`src/rtl/pl_pkg.sv`:
```
// pl_pkg: shared types and constants for the program loader.
// Holds the token mnemonic enum, instruction opcodes, field widths and FSM states.
// The optional operand range check is enabled with `define PL_OPERAND_CHECK_EN.
package pl_pkg;

  localparam int INSTR_W   = 9;
  localparam int PC_W      = 10;
  localparam int LUT_IDX_W = 4;
  localparam int OP_W      = 5;
  localparam int REG_W     = 3;
  localparam int IMM_W     = 4;

  // Token mnemonics; codes above OP_LABEL are unknown and rejected.
  typedef enum logic [OP_W-1:0] {
    OP_CMP   = 5'd0,
    OP_MOV   = 5'd1,
    OP_ADD   = 5'd2,
    OP_SUB   = 5'd3,
    OP_LSL   = 5'd4,
    OP_ROL   = 5'd5,
    OP_AND   = 5'd6,
    OP_OR    = 5'd7,
    OP_XOR   = 5'd8,
    OP_JGE   = 5'd9,
    OP_JG    = 5'd10,
    OP_JMP   = 5'd11,
    OP_JGM   = 5'd12,
    OP_INC   = 5'd13,
    OP_LSLI  = 5'd14,
    OP_ROLI  = 5'd15,
    OP_CLR   = 5'd16,
    OP_NOT   = 5'd17,
    OP_LSR   = 5'd18,
    OP_LDR   = 5'd19,
    OP_STR   = 5'd20,
    OP_LDI   = 5'd21,
    OP_STI   = 5'd22,
    OP_LABEL = 5'd23
  } pl_op_e;

  // 3-bit opcodes: two full 3-bit register fields follow.
  localparam logic [2:0] OPC_CMP  = 3'b000;
  localparam logic [2:0] OPC_MOV  = 3'b001;

  // 5-bit ALU opcodes: two truncated 2-bit register fields follow.
  localparam logic [4:0] OPC_ADD  = 5'b01000;
  localparam logic [4:0] OPC_SUB  = 5'b01001;
  localparam logic [4:0] OPC_LSL  = 5'b01010;
  localparam logic [4:0] OPC_ROL  = 5'b01011;
  localparam logic [4:0] OPC_AND  = 5'b01100;
  localparam logic [4:0] OPC_OR   = 5'b01101;
  localparam logic [4:0] OPC_XOR  = 5'b01110;

  // 5-bit jump opcodes: a 4-bit label id follows.
  localparam logic [4:0] OPC_JGE  = 5'b10000;
  localparam logic [4:0] OPC_JG   = 5'b10001;
  localparam logic [4:0] OPC_JMP  = 5'b10010;
  localparam logic [4:0] OPC_JGM  = 5'b10011;

  // 6-bit immediate opcodes: a 3-bit immediate follows.
  localparam logic [5:0] OPC_INC  = 6'b101000;
  localparam logic [5:0] OPC_LSLI = 6'b101001;
  localparam logic [5:0] OPC_ROLI = 6'b101010;
  localparam logic [5:0] OPC_CLR  = 6'b101011;
  localparam logic [5:0] OPC_NOT  = 6'b101100;
  localparam logic [5:0] OPC_LSR  = 6'b101101;
  localparam logic [5:0] OPC_LDR  = 6'b101110;
  localparam logic [5:0] OPC_STR  = 6'b101111;
  localparam logic [5:0] OPC_LDI  = 6'b110000;
  localparam logic [5:0] OPC_STI  = 6'b110001;

  typedef enum logic [1:0] {
    ST_IDLE = 2'd0,
    ST_LOAD = 2'd1,
    ST_DONE = 2'd2,
    ST_ERR  = 2'd3
  } pl_state_e;

  // Mnemonics whose register operands are packed into 2-bit fields.
  function automatic logic is_reg2_op(input logic [OP_W-1:0] op);
    return (op >= OP_ADD) && (op <= OP_XOR);
  endfunction

  // Mnemonics whose immediate is packed into a 3-bit field.
  function automatic logic is_imm3_op(input logic [OP_W-1:0] op);
    return (op >= OP_INC) && (op <= OP_STI);
  endfunction

endpackage

```
`src/rtl/instr_encoder.sv`:
```
// instr_encoder: combinational token-to-instruction-word translation.
// Flags LABEL tokens and unknown mnemonics; with PL_OPERAND_CHECK_EN defined it
// also flags operands that would not fit their encoded field.
module instr_encoder
  import pl_pkg::*;
(
  input  logic [OP_W-1:0]    op,
  input  logic [REG_W-1:0]   ra,
  input  logic [REG_W-1:0]   rb,
  input  logic [IMM_W-1:0]   imm,
  output logic [INSTR_W-1:0] word,
  output logic               is_label,
  output logic               illegal
);

  // Field packing per mnemonic group; opcode always sits in the msbs.
  always_comb begin
    word     = '0;
    is_label = 1'b0;
    illegal  = 1'b0;
    case (op)
      OP_CMP:  word = {OPC_CMP, ra, rb};
      OP_MOV:  word = {OPC_MOV, ra, rb};
      OP_ADD:  word = {OPC_ADD, ra[1:0], rb[1:0]};
      OP_SUB:  word = {OPC_SUB, ra[1:0], rb[1:0]};
      OP_LSL:  word = {OPC_LSL, ra[1:0], rb[1:0]};
      OP_ROL:  word = {OPC_ROL, ra[1:0], rb[1:0]};
      OP_AND:  word = {OPC_AND, ra[1:0], rb[1:0]};
      OP_OR:   word = {OPC_OR,  ra[1:0], rb[1:0]};
      OP_XOR:  word = {OPC_XOR, ra[1:0], rb[1:0]};
      OP_JGE:  word = {OPC_JGE, imm};
      OP_JG:   word = {OPC_JG,  imm};
      OP_JMP:  word = {OPC_JMP, imm};
      OP_JGM:  word = {OPC_JGM, imm};
      OP_INC:  word = {OPC_INC,  imm[2:0]};
      OP_LSLI: word = {OPC_LSLI, imm[2:0]};
      OP_ROLI: word = {OPC_ROLI, imm[2:0]};
      OP_CLR:  word = {OPC_CLR,  imm[2:0]};
      OP_NOT:  word = {OPC_NOT,  imm[2:0]};
      OP_LSR:  word = {OPC_LSR,  imm[2:0]};
      OP_LDR:  word = {OPC_LDR,  imm[2:0]};
      OP_STR:  word = {OPC_STR,  imm[2:0]};
      OP_LDI:  word = {OPC_LDI,  imm[2:0]};
      OP_STI:  word = {OPC_STI,  imm[2:0]};
      OP_LABEL: is_label = 1'b1;
      default: illegal = 1'b1;
    endcase
`ifdef PL_OPERAND_CHECK_EN
    // Reject operands that the narrow fields would silently truncate.
    if (is_reg2_op(op) && (ra[2] || rb[2])) illegal = 1'b1;
    if (is_imm3_op(op) && imm[3])           illegal = 1'b1;
`endif
  end

endmodule

```
`src/rtl/prog_loader.sv`:
```
// prog_loader: streams mnemonic tokens into instruction memory and label ids
// into the jump LUT. Optional operand range checking: PL_OPERAND_CHECK_EN.
module prog_loader
  import pl_pkg::*;
(
  input  logic                 clk,
  input  logic                 rst_n,
  input  logic                 start,
  input  logic                 in_valid,
  output logic                 in_ready,
  input  logic [OP_W-1:0]      in_op,
  input  logic [REG_W-1:0]     in_ra,
  input  logic [REG_W-1:0]     in_rb,
  input  logic [IMM_W-1:0]     in_imm,
  input  logic                 in_last,
  output logic                 im_wr_en,
  output logic [PC_W-1:0]      im_addr,
  output logic [INSTR_W-1:0]   im_wdata,
  output logic                 lut_wr_en,
  output logic [LUT_IDX_W-1:0] lut_addr,
  output logic [PC_W-1:0]      lut_wdata,
  output logic                 busy,
  output logic                 done,
  output logic                 err
);

  pl_state_e            state, next_state;
  // Extra msb marks "memory full": set once the instruction at 1023 is written.
  logic [PC_W:0]        pc;
  logic                 accept;
  logic                 overflow;
  logic                 tok_err;
  logic [INSTR_W-1:0]   enc_word;
  logic                 enc_label;
  logic                 enc_illegal;

  instr_encoder u_enc (
    .op       (in_op),
    .ra       (in_ra),
    .rb       (in_rb),
    .imm      (in_imm),
    .word     (enc_word),
    .is_label (enc_label),
    .illegal  (enc_illegal)
  );

  assign accept   = in_valid && in_ready;
  // Labels never consume a slot, so only real instructions can overflow.
  assign overflow = !enc_label && pc[PC_W];
  assign tok_err  = enc_illegal || overflow;

  // State register.
  always_ff @(posedge clk or negedge rst_n) begin
    if (!rst_n) state <= ST_IDLE;
    else        state <= next_state;
  end

  // Next-state and status outputs; start is ignored while loading.
  always_comb begin
    next_state = state;
    in_ready   = 1'b0;
    busy       = 1'b0;
    done       = 1'b0;
    err        = 1'b0;
    case (state)
      ST_IDLE: if (start) next_state = ST_LOAD;
      ST_LOAD: begin
        in_ready = 1'b1;
        busy     = 1'b1;
        if (accept) begin
          if (tok_err)      next_state = ST_ERR;
          else if (in_last) next_state = ST_DONE;
        end
      end
      ST_DONE: begin
        done = 1'b1;
        if (start) next_state = ST_LOAD;
      end
      ST_ERR: begin
        err = 1'b1;
        if (start) next_state = ST_LOAD;
      end
      default: next_state = ST_IDLE;
    endcase
  end

  // PC and registered write ports; write enables are single-cycle pulses.
  always_ff @(posedge clk or negedge rst_n) begin
    if (!rst_n) begin
      pc        <= '0;
      im_wr_en  <= 1'b0;
      im_addr   <= '0;
      im_wdata  <= '0;
      lut_wr_en <= 1'b0;
      lut_addr  <= '0;
      lut_wdata <= '0;
    end else begin
      im_wr_en  <= 1'b0;
      lut_wr_en <= 1'b0;
      if (state != ST_LOAD) begin
        if (start) pc <= '0;
      end else if (accept && !tok_err) begin
        if (enc_label) begin
          lut_wr_en <= 1'b1;
          lut_addr  <= in_imm;
          lut_wdata <= pc[PC_W-1:0];
        end else begin
          im_wr_en  <= 1'b1;
          im_addr   <= pc[PC_W-1:0];
          im_wdata  <= enc_word;
          pc        <= pc + 1'b1;
        end
      end
    end
  end

endmodule

```
`config.mk`:
```
export PLATFORM = sky130hd
export DESIGN_NAME = prog_loader
export DESIGN_NICKNAME = d
export VERILOG_FILES = /design/src/rtl/pl_pkg.sv /design/src/rtl/instr_encoder.sv /design/src/rtl/prog_loader.sv
export SDC_FILE = /design/constraint.sdc
export NUM_CORES = 1
export LEC_CHECK = 0
export ABC_CLOCK_PERIOD_IN_PS = 3700
export CORE_ASPECT_RATIO = 0.75
export CORE_UTILIZATION = 53
export DETAILED_ROUTE_END_ITERATION = 16
export GPL_TIMING_DRIVEN = 0
export PLACE_DENSITY = 0.93
export SYNTH_ARGS = -nofsm -noshare
export SYNTH_HDL_FRONTEND = slang
export SYNTH_SLANG_ARGS = --single-unit
```
`constraint.sdc`:
```
create_clock -name clk -period 3.7 [get_ports clk]
set_clock_uncertainty 0.2 [all_clocks]
set_input_delay 0.74 -clock clk [delete_from_list [all_inputs] [get_ports clk]]
set_output_delay 0.74 -clock clk [all_outputs]
set_load 0.005 [all_outputs]
```
==> results.txt, run 1 <==
Status - complete, no violations
Root Driver - clkbuf_8
Mapped cell area - 2405 sq um
Comb pwr share - 27.0%
DR iter-0 viols - 276
TritonCTS clock tree - yes
Critical Path RT - 2.76 ns
Clk sinks - 48
Unrepaired setup endpoints after global routing - no
Row Count - 20
Fin. Hold Viols - 0
Final wirelength - 5.603 mm
Syn avg cell area - 9.776 sq um
Cts-stage hold buffer count - 0
Synth Area in Simple Gates - 20.76%
Fmax - 0.3765 GHz
Adder-cell area share of the yosys netlist - 0.9365%
TritonCTS buffer count - 5
Post-synth EDFFs - 0
Inserted Diodes - 0
Slew Limit Fails - 0
Sequential share of the synthesized area - 49.95%
Hold crit path type - in -> async
PwrDens - 450.8 nW/um^2
DR vias - 2129
Drt wl/cell - 15.31 microns
Data arrival, critical path - 1.72 ns
Final ANT Viol Nets - 0
Post-synthesis mux area share - 7.804%
Critical path cell sequence - or2b_1 > inv_1 > buf_4 > clkdlybuf4s50_1
GPL Wtd Cong - 0.9654
Normalized max-slew margin - 64.15%
Die Height - 60.34 microns
GRT overflow - 0
Largest family of logic cells by synthesized area - simple AND/OR/NAND/NOR gates
Post-synthesis cell count - 246
Area delta synth->final - 31.58%
Post-synthesis xor/xnor area fraction - 0%
Netlist cell types - 45
Post-synth top area cell - dfrtp_1
# H-tree levels - 2
Most frequent cells in the layout - clkdlybuf4s50_1, dfrtp_1, nand2_1, mux2_2, nor2_1
Smallest hold slack - 0.06456 ns
Setup-failing EPs final - 0
Synthesis-stage register bit count - 48
Peak VDD IR - 307.6 uV
P_int - 0.001023 W
Initial Utilization - 57.20%
DR pass1 iterations - 5
Crit path max fanout - 6
LEAKAGE - 1.387 nW
Most common cell after layout, fill and taps aside - clkdlybuf4s50_1
CP endpoint kind - output port
Crit-path slowest cell - clkdlybuf4s50_1
Top FF cell, synth - dfrtp_1
Seq pwr share - 46.0%
Fillers - 288
Vias per cell - 5.817
Die area - 4814 sq um
Gr usage total - 25.68%
Critical Path Max Stage Delay - 0.48 ns
Clock latency on the worst-skew pair - 0.31 ns
Final #Nets - 331
Residual DRC count - 0
First-pass GRT wire length - 9.418 mm
CP Launch Type - flop
Synth area leaders - dfrtp_1, nand2_1, mux2_2
Crit Path Category - reg -> out
Core area - 4204 sq um
Clock Path Buffers - 2
Least-Margin Pin Slew - 0.5378 ns
Fin crit share - 71.79%
Boundary pin count - 59
Postcts setup bufs - 0
IO Port Bufs - 56
PostCTS Resize Cnt - 0
Synth warnings - 0
Compound-Gate Fraction of Synth Area - 14.93%
Pin count of the biggest net entering global routing - 43
R2R depth - 5
Clock Power Share - 27.0%
Min Tclk post-route - 2.656 ns
Layout cell share with drive strength beyond 1 - 14.15%
Layout Utilization - 75.27%
Worst-path clk slew - 0.09 ns
Switching Fraction - 28.27%
DP HPWL - 4.077 mm
Initial antenna violation count - 0
Die width - 79.78 microns
Final TNS setup - 0 ns
Sw power - 0.0004032 W
Syn Nets - 267
Post-synth top area share - 49.95%
Vias in the first global route - 1979
Max_cap viols - 0
Async SR Flop Fraction - 100.0%
## area by class of cell
class	count	area, sq um	share of cell area [%]
flip-flops and latches	48	1201	37.96
multi-input cells	173	1069	33.77
repair buffers	57	575.6	18.19
plain buffers	15	97.59	3.084
clock buffers	5	68.82	2.175
well taps	55	68.82	2.175
clock inverters	3	46.29	1.463
inverters	10	37.54	1.186
## worst max-delay path, delay by kind of cell (launching register included)
family | cells | cell delay (ns)
buf+inv | 3 | 0.70
flops | 1 | 0.42
simple gates | 1 | 0.29
## metrics by stage
step,std cells,power (W),setup slack (ns),cell area (sq um)
after floorplan,246,0.0008246,1.534,2405
after global placement,357,0.001030,0.4240,3034
after detailed placement,358,0.001051,0.8108,3049
after CTS,366,0.001435,1.032,3164
after global routing,366,0.001499,0.9584,3164
final,366,0.001426,1.044,3164
## synthesized netlist by cell type, types with 3 or more instances
cell type,instances
a31oi_1,4
nand2b_1,5
a221oi_1,3
mux2i_1,3
inv_1,10
nor2b_1,6
o311ai_0,4
o22ai_1,3
and3_1,3
buf_6,3
mux2_2,14
nand2_1,47
buf_2,9
nor3_1,4
nand3_1,12
nor2_1,13
a21oi_1,10
o21ai_0,12
or3_1,3
dfrtp_1,48
## registers in the layout (all words and copies together) (netlist names)
signal,cells
pc,11
im_addr,10
lut_wdata,10
im_wr_en,1
lut_addr,4
state,2
im_wdata,9
lut_wr_en,1
## power groups by stage
stage                     combinational (W)  clock (W)  sequential, W
after floorplan                    0.000163          0       0.000662
after global placement             0.000369          0       0.000662
after detailed placement           0.000385          0       0.000666
after CTS                          0.000387   0.000393       0.000656
after global routing               0.000422   0.000411       0.000666
final                              0.000385   0.000385       0.000656
## path summary, 6_finish.rpt
kind	from	slack, ns	endpoint
worst max-delay path	state[0]	1.04	in_ready
worst min-delay path	rst_n	0.06	im_wdata[2]
worst max register to register	state[1]	1.70	lut_addr[0]
worst min register to register	im_addr[5]	0.29	im_addr[5]
max in group asynchronous	rst_n	2.78	state[1]
min in group clk	im_addr[5]	0.29	im_addr[5]
## kinds of logic after synthesis
| logic type | after synthesis |
|---|---|
| fa+ha+maj | 2 |
| mux | 17 |
| buf+inv | 25 |
| flops | 48 |
| simple gates | 102 |
| compound gates | 52 |
## metal layers
metal | vias to the layer above | GRT usage [%] | wire [microns]
met4 | 0 | 4.592 | 36
li1 | 1002 | - | -
met2 | 107 | 41.64 | 2492
met3 | 5 | 5.263 | 482
met5 | - | 0 | 0
met1 | 1015 | 36.89 | 2592
Power figures use the tool's default switching activity.
==> run 2: changes to the inputs <==
--- a/config.mk
+++ b/config.mk
@@ -5,12 +5,12 @@
 export SDC_FILE = /design/constraint.sdc
 export NUM_CORES = 1
 export LEC_CHECK = 0
-export ABC_CLOCK_PERIOD_IN_PS = 3700
+export ABC_CLOCK_PERIOD_IN_PS = 2500
 export CORE_ASPECT_RATIO = 0.75
-export CORE_UTILIZATION = 53
+export CORE_UTILIZATION = 49
 export DETAILED_ROUTE_END_ITERATION = 16
 export GPL_TIMING_DRIVEN = 0
-export PLACE_DENSITY = 0.93
+export PLACE_DENSITY = 0.87
 export SYNTH_ARGS = -nofsm -noshare
 export SYNTH_HDL_FRONTEND = slang
 export SYNTH_SLANG_ARGS = --single-unit
==> constraint.sdc (replaced) <==
create_clock -name clk -period 2.5 [get_ports clk]
set_clock_uncertainty 0.2 [all_clocks]
set_input_delay 0.5 -clock clk [delete_from_list [all_inputs] [get_ports clk]]
set_output_delay 0.5 -clock clk [all_outputs]
set_load 0.005 [all_outputs]
==> results.txt, run 2 (synthesized netlist as in run 1, its figures left out) <==
Max reg flops - 11 (unchanged)
Clock Path Buffers - 2 (unchanged)
Fin crit share - 95.91%
Crit path max fanout - 4 (was 6)
Inserted Diodes - 0 (unchanged)
Core area - 4598 sq um (was 4204 sq um)
Most frequent cells in the layout - clkdlybuf4s50_1, nand2_1, dfrtp_1, mux2_2, nor2_1 (was clkdlybuf4s50_1, dfrtp_1, nand2_1, mux2_2, nor2_1)
Row Count - 21 (was 20)
Critical Path RT - 1.80 ns (was 2.76 ns)
Die width - 82.90 microns (was 79.78 microns)
Vias per cell - 5.851 (was 5.817)
Critical R2R Capture - lut_addr[1] (was lut_addr[0])
Vias in the first global route - 2066 (was 1979)
GPL Wtd Cong - 0.9457 (was 0.9654)
Setup-failing EPs final - 0 (unchanged)
Drt wl/cell - 16.29 microns (was 15.31 microns)
Reg2Reg Launch Point - state[1] (unchanged)
Largest reg by FF count - pc (unchanged)
DP HPWL - 4.302 mm (was 4.077 mm)
First-pass GRT wire length - 10.09 mm (was 9.418 mm)
Initial antenna violation count - 0 (unchanged)
Peak VDD IR - 387.4 uV (was 307.6 uV)
Normalized max-slew margin - 64.97% (was 64.15%)
Slew Limit Fails - 0 (unchanged)
GRT overflow - 0 (unchanged)
Area delta synth->final - 30.59% (was 31.58%)
Fillers - 360 (was 288)
R2R depth - 5 (unchanged)
Most common cell after layout, fill and taps aside - clkdlybuf4s50_1 (unchanged)
Worst-path clk slew - 0.08 ns (was 0.09 ns)
Hold path startpoint - im_addr[1]
Hold crit path type - reg -> reg (was in -> async)
Final ANT Viol Nets - 0 (unchanged)
Gr usage total - 24.43% (was 25.68%)
Least-Margin Pin Slew - 0.5255 ns (was 0.5378 ns)
Layout Utilization - 68.30% (was 75.27%)
Initial Utilization - 52.30% (was 57.20%)
Min Tclk post-route - 2.398 ns
CP endpoint kind - output port (unchanged)
Final wirelength - 5.994 mm (was 5.603 mm)
R2R Setup Slk - 0.45 ns (was 1.70 ns)
Layout cell share with drive strength beyond 1 - 13.83% (was 14.15%)
Clock latency on the worst-skew pair - 0.30 ns (was 0.31 ns)
DR pass1 iterations - 6 (was 5)
Hold worst-path end - im_addr[1]
Critical path cell sequence - or2b_1 > inv_1 > buf_4 > clkdlybuf4s50_1 (unchanged)
Unrepaired setup endpoints after global routing - no (unchanged)
Max_cap viols - 0 (unchanged)
Die area - 5195 sq um (was 4814 sq um)
Crit-path slowest cell - clkdlybuf4s50_1 (unchanged)
Fin. Hold Viols - 0 (unchanged)
DR vias - 2153 (was 2129)
Boundary pin count - 59 (unchanged)
Clk sinks - 48 (unchanged)
TritonCTS clock tree - yes (unchanged)
PwrDens - 631.4 nW/um^2 (was 450.8 nW/um^2)
Hold path depth - 2
Placed Instances - 360 (was 358)
Root Driver - clkbuf_8 (unchanged)
Biggest regs - pc: 11 flops, im_addr: 10 flops, lut_wdata: 10 flops (unchanged)
Pin count of the biggest net entering global routing - 39 (was 43)
IO Port Bufs - 56 (unchanged)
Residual DRC count - 0 (unchanged)
Data arrival, critical path - 1.70 ns (was 1.72 ns)
TritonCTS buffer count - 5 (unchanged)
Buf/Inv on CP - 3 (unchanged)
LEAKAGE - 1.377 nW (was 1.387 nW)
Crit Path Category - reg -> out (unchanged)
Smallest hold slack - 0.2803 ns (was 0.06456 ns)
CP Launch Type - flop (unchanged)
DR iter-0 viols - 197 (was 276)
Final #Nets - 332 (was 331)
Critical Path Max Stage Delay - 0.48 ns (about the same)
# H-tree levels - 2 (unchanged)
Cell family with most CP delay - buffers and inverters (unchanged)
Fmax - 0.4170 GHz
Status - complete, no violations (unchanged)
Non-filler cells, final - 368 (was 366)
Die Height - 62.67 microns (was 60.34 microns)
Total power - 0.001983 W (was 0.001426 W)
==> run 2: changes by cell type in the layout (fill, tap and decap cells not counted) <==
cell           before  now
inv_6               1    0
bufinv_16           1    0
clkinv_2            0    1
dfrtp_2             0    1
dlygate4sd3_1       0    1
dfrtp_1            48   47
clkinvlp_4          1    0
clkbuf_1            1    2
==> run 2: layout make-up <==
type | count | area, sq um | area share [%]
flip-flops and latches | 48 | 1202 | 38.29
multi-input cells | 173 | 1069 | 34.02
repair buffers | 58 | 585.6 | 18.65
plain buffers | 15 | 97.59 | 3.108
clock buffers | 6 | 72.57 | 2.311
well taps | 57 | 71.32 | 2.271
inverters | 10 | 37.54 | 1.195
clock inverters | 1 | 5.005 | 0.1594
==> run 2: how the worst max path moves through the flow <==
stage             start            to  slack [ns]  depth (start not counted)
2_1_floorplan  in_op[2]   lut_addr[0]        0.57                          5
3_3_place_gp      rst_n  lut_wdata[2]       -0.60                          1
3_5_place_dp   in_op[1]   lut_addr[1]       -0.14                          5
4_1_cts        state[0]      in_ready        0.07                          4
5_1_grt        state[1]      in_ready        0.03                          4
6_report       state[1]      in_ready        0.10                          4
==> run 2: metrics by stage <==
step / setup WS (ns) / setup TNS, ns / area (sq um)
6_report: 0.1022 / 0 / 3141
5_1_grt: 0.03443 / 0 / 3141
4_1_cts: 0.06894 / 0 / 3139
3_5_place_dp: -0.1383 / -1.412 / 3052
3_3_place_gp: -0.6018 / -30.18 / 3037
2_1_floorplan: 0.5738 / 0 / 2405
==> run 2: worst reg2reg max path: cells and delay by family, from the launching register on <==
kind | cells | cell delay [ns]
multiplexers | 1 | 0.35
buffers and inverters | 2 | 0.36
AND/OR/NAND/NOR | 2 | 0.61
flip-flops | 1 | 0.42
==> run 2: power by group <==
part	leakage (nW)	switching [W]	internal [W]	total, W
clock network	0.0410	0.000248	0.000191	0.000439
logic	0.700	0.000248	0.000326	0.000574
registers	0.636	0.0000814	0.000889	0.000970
total	1.38	0.000578	0.00141	0.00198
==> run 2: timing repair <==
action / CTS / global route
hold buffers: 1 / 0
buffers inserted: 0 / 0
endpoints found under the setup margin: 0 / 1
endpoints found under the hold margin: 10 / 0
gates resized for setup: 0 / 1
==> run 2: metal layers <==
| layer | wire, microns | part of all wire (%) | vias to the layer above | track usage (%) |
|---|---|---|---|---|
| met5 | 0 | 0 | - | 0 |
| met4 | 93 | 1.6 | 0 | 8.621 |
| met3 | 487 | 8.1 | 16 | 6.077 |
| met2 | 2644 | 44 | 112 | 36.37 |
| met1 | 2769 | 46 | 1027 | 34.84 |
| li1 | - | - | 998 | - |
==> variant (settings of run 2) <==
Put a register stage on the output `err`. The value now appears one clock later. The other outputs are not delayed to match.
--- a/src/rtl/prog_loader.sv
+++ b/src/rtl/prog_loader.sv
@@ -24,4 +24,6 @@
   output logic                 err
 );
+
+  logic err_d;
 
   pl_state_e            state, next_state;
@@ -62,5 +64,5 @@
     busy       = 1'b0;
     done       = 1'b0;
-    err        = 1'b0;
+    err_d      = 1'b0;
     case (state)
       ST_IDLE: if (start) next_state = ST_LOAD;
@@ -78,5 +80,5 @@
       end
       ST_ERR: begin
-        err = 1'b1;
+        err_d = 1'b1;
         if (start) next_state = ST_LOAD;
       end
@@ -115,4 +117,8 @@
   end
 
+  always_ff @(posedge clk) begin
+    err <= err_d;
+  end
+
 endmodule
 
Function: changed (a bounded check fails within 4 cycles, from zero or initial values and one cycle with rst_n low).
==> variant against run 2 <==
Design area increased by 0.92%. Routed wire length decreased by 6.3%. Sequential cell count increased by 1. Clock power up 10%. Power grew 3.1%. Synthesized area grew 0.52%. Setup slack better by 0.0046 ns.
==> variant: results (changes against run 2) <==
Status
  • Outcome: complete, no violations

Placement
  • Dpl hpwl: 4070 um (-5.4%)
  • IO buf count: 56 (unchanged)
  • Routability Congestion: 0.946 (unchanged)

Power and ir drop
  • LEAKAGE: 1.38 nW (+0.50%)
  • Peak VDD IR: 0.501 mV (+29%)

GRT
  • Wire length of the first global-routing pass: 9400 um (-6.9%)
  • Gr usage total: 22.6% (-1.8 points)
  • Gr ovfl total: 0 (unchanged)
  • Largest net degree at the start of global routing: 37 (-5.1%)
  • Vias in the first global route: 1968 (-4.7%)

Hold path
  • Hold Startpoint: im_addr[6]$_DFFE_PN0P_
  • Worst Hold Path EP: im_addr[6]$_DFFE_PN0P_

Critical path
  • Crit path from: state[0]$_DFFE_PN0P_
  • CP arrival: 1.69 ns
  • Reg2reg start: state[1]$_DFFE_PN0P_
  • R2R Setup Slk: 0.42 ns (-0.03 ns)
  • Critical path fanouts, max: 6 (+2)
  • RR Endpoint: lut_wdata[2]$_DFFE_PN0P_

STA
  • Final Setup Violations: 0 (unchanged)
  • Worst slew pin tran: 0.487 ns (-0.0386 ns)

Detailed routing
  • Residual DRC count: 0 (unchanged)
  • Vias after detailed routing: 2116 (-1.7%)
  • Initial DRC Count: 197 (unchanged)
  • Drt wl/cell: 15.2 um (-6.8%)
  • Number of iterations in the first detailed-routing pass: 4 (-2)

Synthesis
  • Seq/Total Area, Yosys: 50.5% (+0.57 points)
  • Ys flop type: dfrtp_1
  • Ys async rst share: 98.0% (-2.0 points)
  • Synth Net Count: 268 (+0.37%)
  • Netlist cell types: 46 (+2.2%)
  • Largest cells by area after synthesis: dfrtp_1 (50%), nand2_1 (7.3%), mux2_2 (6.5%)

Layout
  • Fraction of layout instances using a drive strength above 1: 13.7% (-0.088 points)
  • Nets: 333 (+0.30%)
  • Largest regs: pc (11), im_addr (10), lut_wdata (10)
  • Fill count: 358 (-0.56%)

Clock tree
  • Clock Pin Slew Worst Setup and Hold Paths: 0.09 ns
## variant: cell count changes in the layout (fill, tap and decap cells not counted), sizes merged
cell | run 2 | this run
clkbuf | 7 | 9
clkinvlp | 0 | 1
clkinv | 1 | 0
buf | 16 | 15
dfxtp | 0 | 1
## variant: stage by stage
step | setup slack (ns) | instance area (um^2) | hold WS (ns) | cells | util, %
floorplan | 0.574 | 2420 | 0.00441 | 247 | -
finish | 0.107 | 3170 | 0.278 | 370 | 68.9
detailed placement | -0.111 | 3060 | 0.217 | 361 | 66.6
global route | 0.0355 | 3170 | 0.308 | 370 | 68.9
global placement | -0.616 | 3050 | 0.259 | 360 | 66.3
CTS | 0.0574 | 3170 | 0.284 | 370 | 68.9
## variant: worst max path at each step
stage / end / slack [ns] / cells after the start
floorplan: lut_addr[0]$_DFFE_PN0P_ / 0.57 / 5
global placement: im_wdata[5]$_DFFE_PN0P_ / -0.62 / 1
detailed placement: lut_addr[1]$_DFFE_PN0P_ / -0.11 / 5
CTS: in_ready / 0.06 / 4
global route: in_ready / 0.04 / 4
finish: in_ready / 0.11 / 4
## variant: kinds of logic after synthesis
group / count (synthesis) / synth area share, %
fa+ha+maj: 2 / 0.932
compound gates: 52 / 14.9
mux: 17 / 7.76
simple gates: 102 / 20.7
buf+inv: 25 / 5.28
flops: 49 / 50.5
## variant: layer usage
metal | GRT usage (%) | vias up | part of all wire, %
li1 | - | 1003 | -
met3 | 6.34 | 12 | 7.7
met2 | 33.3 | 87 | 43
met4 | 6.90 | 0 | 1.4
met5 | 0 | - | 0
met1 | 32.5 | 1014 | 47
## variant: power breakdown
group,internal [mW],switching (mW)
Sequential,0.908,0.0835
Clock,0.225,0.259
Combinational,0.324,0.246
Total,1.46,0.588
## variant: what timing repair did
item | 4_1_cts | 5_1_grt
endpoints found under the setup margin | 0 | 1
resized for setup | 0 | 1
hold endpoints to repair | 12 | 0
hold buffers | 1 | 0
## variant: area by class of cell
cell class | count | area, um^2 | area share (%)
clock inverter | 1 | 7.51 | 0.237
sequential | 49 | 1220 | 38.6
multi-input combinational | 173 | 1070 | 33.7
clock buffer | 7 | 86.3 | 2.72
tap | 57 | 71.3 | 2.25
inverter | 10 | 37.5 | 1.18
timing repair buffer | 58 | 586 | 18.5
buffer | 15 | 90.1 | 2.84
## variant: worst max-delay path, stage by stage (launching register included)
cell and delay [ns]:
dfrtp_2 0.42, or2b_1 0.28, inv_1 0.11, buf_4 0.11, clkdlybuf4s50_1 0.48
